===== src/rtl/clk_div_prog_pkg.sv =====
// Shared constants and types for the programmable clock divider.
//   CDP_DIV_W    : width of the half-period field (shared divider-width constant)
//   CDP_RST_HALF : half-period minus one loaded at reset (clk_hf/8)
//   half_t       : half-period field type
package clk_div_prog_pkg;

  localparam int unsigned CDP_DIV_W    = 8;
  localparam int unsigned CDP_RST_HALF = 3;

  typedef logic [CDP_DIV_W-1:0] half_t;

endpackage : clk_div_prog_pkg


===== src/rtl/clk_div_prog.sv =====
// Runtime-programmable glitch-free clock divider clocked from the PLL output.
// Ports:
//   clk_hf       in   PLL clock, the only clock of this block
//   rst_n        in   async active-low reset
//   div_req      in   single-cycle request to load div_val
//   div_val      in   requested half-period minus one (H); period = 2*(H+1)
//   div_ack      out  one-cycle pulse when the requested value takes effect
//   div_busy     out  high from request accept until div_ack
//   div_cur      out  half-period value currently in use
//   clk          out  divided clock, straight from a flop
//   clk_rise_en  out  first clk_hf cycle of each clk high phase
//   clk_fall_en  out  first clk_hf cycle of each clk low phase
module clk_div_prog
  import clk_div_prog_pkg::*;
#(
  parameter int unsigned DIV_W    = CDP_DIV_W,
  parameter int unsigned RST_HALF = CDP_RST_HALF
) (
  input  logic             clk_hf,
  input  logic             rst_n,
  input  logic             div_req,
  input  logic [DIV_W-1:0] div_val,
  output logic             div_ack,
  output logic             div_busy,
  output logic [DIV_W-1:0] div_cur,
  output logic             clk,
  output logic             clk_rise_en,
  output logic             clk_fall_en
);

  logic [DIV_W-1:0] count;
  logic [DIV_W-1:0] pend;
  logic             tc_c;
  logic             apply_c;
  logic             accept_c;

  // Terminal count ends the current phase.
  assign tc_c     = (count == div_cur);
  // New ratio only lands at the end of a high phase, so no phase is shortened.
  assign apply_c  = tc_c & clk & div_busy;
  // A request while busy is dropped; the requester waits for div_ack.
  assign accept_c = div_req & ~div_busy;

  // Phase counter, clock flop and edge strobes.
  always_ff @(posedge clk_hf or negedge rst_n) begin
    if (!rst_n) begin
      count       <= '0;
      clk         <= 1'b0;
      clk_rise_en <= 1'b0;
      clk_fall_en <= 1'b0;
    end else begin
      if (tc_c) begin
        count <= '0;
        clk   <= ~clk;
      end else begin
        count <= count + DIV_W'(1);
      end
      clk_rise_en <= tc_c & ~clk;
      clk_fall_en <= tc_c & clk;
    end
  end

  // Request capture and apply handshake. Apply needs busy already set, so a
  // request captured on a falling boundary waits for the next one.
  always_ff @(posedge clk_hf or negedge rst_n) begin
    if (!rst_n) begin
      div_cur  <= DIV_W'(RST_HALF);
      pend     <= '0;
      div_busy <= 1'b0;
      div_ack  <= 1'b0;
    end else begin
      div_ack <= 1'b0;
      if (apply_c) begin
        div_cur  <= pend;
        div_busy <= 1'b0;
        div_ack  <= 1'b1;
      end
      if (accept_c) begin
        pend     <= div_val;
        div_busy <= 1'b1;
      end
    end
  end

endmodule : clk_div_prog


===== config.mk =====
export PLATFORM = sky130hd
export DESIGN_NAME = clk_div_prog
export DESIGN_NICKNAME = d
export VERILOG_FILES = /design/src/rtl/clk_div_prog_pkg.sv /design/src/rtl/clk_div_prog.sv
export SDC_FILE = /design/constraint.sdc
export NUM_CORES = 1
export LEC_CHECK = 0
export BUFFER_PORTS_ARGS = -buffer_cell sky130_fd_sc_hd__buf_2
export CORE_ASPECT_RATIO = 0.75
export CORE_UTILIZATION = 30
export CTS_BUF_LIST = sky130_fd_sc_hd__clkbuf_4
export CTS_CLUSTER_DIAMETER = 100
export DETAILED_ROUTE_END_ITERATION = 16
export PLACE_DENSITY = 0.6
export SETUP_SLACK_MARGIN = 0.3
export SLEW_MARGIN = 20
export SYNTH_ARGS = -nofsm -noshare
export SYNTH_HDL_FRONTEND = slang
export SYNTH_SLANG_ARGS = --single-unit

===== constraint.sdc =====
create_clock -name clk_hf -period 1.5 [get_ports clk_hf]
set_input_delay 0.3 -clock clk_hf [delete_from_list [all_inputs] [get_ports clk_hf]]
set_output_delay 0.3 -clock clk_hf [all_outputs]
set_load 0.03 [all_outputs]

==> impl_metrics.py <==
metrics = {
    "timing": {
        "tightest_slew_ns": 0.3798,
        "min_period_ns": 1.649,
        "layout_setup_ws_ns": -0.1491,
        "relSlewSlack_pct": 74.68,
        "hold_viol": 0,
        "rsz0062_at_grt": "yes",
        "fin_crit_sh_pct": 109.9,
        "drv_slew": 0,
        "fmax_mhz": 606.4,
        "fin_worst_skew_ns": 0.01083,
        "setup_violations": 20,
    },
    "yosys": {
        "synth-adder-area-share_pct": 1.043,
        "synth_xor_area_share_pct": 10.95,
        "syn-num-nets": 99,
        "synth_cell_types": 20,
        "synth-compound-area-share_pct": 0,
        "yosysWarnings": 0,
        "ys_seq_area_share_pct": 60.69,
        "ys_ff_latch": 29,
        "syn_inst": 87,
        "synth-simple-area-share_pct": 11.99,
        "ys_async_sr_fraction_pct": 100.0,
        "synthMuxAreaShare_pct": 15.02,
        "synth_top_family_by_area": "multiplexers",
        "synth.avg_cell_area_um2": 13.79,
        "synth-edff-count": 0,
        "synthFlopType": "dfrtp_1",
        "synthesis.area_mm2": 0.001200,
    },
    "placed_design": {
        "port_buffers": 23,
        "place_area_mm2": 0.001615,
        "dp_hpwl_mm": 1.989,
        "place_congestion": 0.7160,
    },
    "grt": {
        "grt_first_pass_wirelength_mm": 4.864,
        "track_usage_pct": 16.17,
        "busiest_layer": "met2",
        "grt_util_met3_pct": 5.206,
        "antenna_found_initial": 0,
        "first_global_vias": 996,
        "grt_max_degree": 16,
        "overflow": 0,
        "grt_util_met2_pct": 23.29,
        "use_met1_pct": 21.23,
    },
    "routing": {
        "drtIter0Drc": 34,
        "via_per_inst": 4.356,
        "ant_nets": 0,
        "wl_per_cell_um": 13.51,
        "dr.pass1.iters": 2,
        "drt_wl_total_mm": 2.769,
        "vias": 893,
        "drcViolationCount": 0,
    },
    "floorplanning": {
        "die_area_mm2": 0.004259,
        "die_w_um": 75.03,
        "initial_core_util_pct": 32.15,
        "dieHeight_um": 56.77,
        "core_area_mm2": 0.003732,
        "pin_count": 24,
        "rows": 19,
    },
    "final_layout": {
        "areaGrowthSynthToFinish_pct": 65.59,
        "diodes": 0,
        "design_area_mm2": 0.001987,
        "post_route_cells_drive_above_1_share_pct": 66.01,
        "nNetsFinal": 164,
        "nFillCells": 346,
        "multi_input_area_um2": 584.3,
        "seq_area_um2": 729.5,
    },
    "clock_tree": {
        "cts-root-buf": "clkbuf_4",
        "cts_tree": "built",
        "numClockSinks": 29,
        "clock_path_buffers": 2,
        "cts_max_level": 2,
        "clk_pin_slew_ns": 0.10,
        "numCtsBuffers": 5,
        "clock_latency_ns": 0.34,
    },
    "setup_path": {
        "rrSetupSlack_ns": -0.15,
        "cp-start-kind": "flip-flop",
        "endpoint_kind": "flip-flop",
        "required_ns": 1.72,
        "critical_path_class": "reg2reg",
        "reg2reg_depth": 5,
        "worst_ep_arrival_time_ns": 1.86,
        "rr_endpoint": "div_cur[7]",
        "cp_max_fo": 4,
        "rr_startpoint": "div_cur[1]",
    },
    "power": {
        "powerDensity_mw_per_mm2": 2073,
        "total_leakage_power_nw": 0.9324,
        "ir_worst_vdd_mv": 0.9713,
        "total_power_mw": 4.119,
    },
    "job": {
        "maxCapViolations": 0,
    },
    "worst_hold_path": {
        "min_to": "pend[4]",
        "whs_path_depth": 2,
        "hp-start": "div_val[4]",
        "hp-class": "in2reg",
    },
    "outcome": {
        "violations": "negative setup slack",
        "status": "finished, violations left",
    },
}
[report_power, final]
| group | internal, mW | switching [mW] | leakage [nW] |
|---|---|---|---|
| Combinational | 1.35 | 0.918 | 0.543 |
| Sequential | 1.12 | 0.259 | 0.354 |
| Clock | 0.196 | 0.275 | 0.0354 |
[worst max-delay path, stage by stage, from the launching register on]
cell,delay [ns]
dfstp_2,0.57
xnor2_2,0.12
nand4_1,0.18
nor3_4,0.20
buf_6,0.15
mux2_4,0.30
[area by class of cell]
| cell class | instances | share of cell area (%) |
|---|---|---|
| clock buffers | 6 | 2.267 |
| repair buffers | 59 | 27.83 |
| multi-input cells | 57 | 29.41 |
| well taps | 52 | 3.275 |
| clock inverters | 2 | 0.5038 |
| flip-flops and latches | 29 | 36.71 |
[how the worst max path moves through the flow]
stage | startpoint | endpoint | slack (ns) | depth (start not counted)
final | div_cur[1] | div_cur[7] | -0.15 | 5
after global routing | div_cur[1] | div_cur[3] | -0.22 | 5
after CTS | div_cur[1] | div_cur[3] | -0.13 | 5
after detailed placement | div_cur[1] | div_cur[3] | -0.17 | 5
after global placement | div_cur[1] | div_cur[2] | -0.11 | 5
after floorplan | div_cur[1] | div_cur[2] | -0.32 | 4
[cells in the mapped netlist (2+ instances only)]
| library cell | n | area (µm²) |
|---|---|---|
| nor2b_1 | 2 | 12.51 |
| nand4_1 | 2 | 12.51 |
| dfrtp_1 | 27 | 675.7 |
| nand2_1 | 2 | 7.510 |
| xor2_1 | 5 | 43.79 |
| nand3_1 | 2 | 10.01 |
| mux2_2 | 16 | 180.2 |
| xnor2_1 | 10 | 87.58 |
| dfstp_2 | 2 | 52.55 |
| nor2_1 | 9 | 33.78 |
[placed cells by master, fill, tap and decap left out, types with 2 or more instances in the layout]
master | synthesis | final
buf_6 | 0 | 30
dfrtp_1 | 27 | 26
buf_4 | 0 | 16
mux2_4 | 0 | 15
buf_2 | 0 | 10
xnor2_1 | 10 | 9
clkbuf_4 | 0 | 6
xor2_1 | 5 | 5
nor2_4 | 0 | 4
nor2_2 | 1 | 4
nand4_1 | 2 | 2
nand3_1 | 2 | 2
nand2_1 | 2 | 2
nor2_1 | 9 | 2
clkinv_2 | 0 | 2
dfstp_2 | 2 | 2
[routing by layer]
| layer | vias up | routed length [µm] | part of all wire, % |
|---|---|---|---|
| met5 | - | 0 | 0 |
| met4 | 0 | 65 | 2.3 |
| met3 | 8 | 164 | 5.9 |
| met2 | 25 | 1282 | 46 |
| met1 | 437 | 1256 | 45 |
| li1 | 423 | - | - |
[timing repair]
item	in CTS	in global routing
hold buffers	1	0
setup buffers	6	3
endpoints found under the setup margin	36	41
hold endpoints to repair	12	0
pin swaps	7	4
gates resized for setup	49	22
[through the flow]
stage / util [%] / TNS [ns] / cells / hold WS, ns / setup WS (ns)
2_1_floorplan: - / -2.524 / 87 / 0.004409 / -0.3204
3_3_place_gp: 43.28 / -0.6994 / 187 / 0.2255 / -0.1053
3_5_place_dp: 43.28 / -1.173 / 187 / 0.2386 / -0.1708
4_1_cts: 50.69 / -1.359 / 202 / 0.1800 / -0.1313
5_1_grt: 53.24 / -3.771 / 205 / 0.1639 / -0.2238
6_report: 53.24 / -2.383 / 205 / 0.1978 / -0.1491
[sequential cells by signal, indices dropped and copies added (netlist names)]
name,cells
clk,1
clk_rise_en,1
div_busy,1
div_cur,8
pend,8
div_ack,1
clk_fall_en,1
count,8
[logic make-up (layout without fill, tap and decap cells)]
logic type,count (synthesis),after routing
xor+xnor,15,15
fa+ha+maj,1,1
buf+inv,1,67
flops,29,29
mux,16,16
simple gates,25,25
Power figures use the tool's default switching activity.
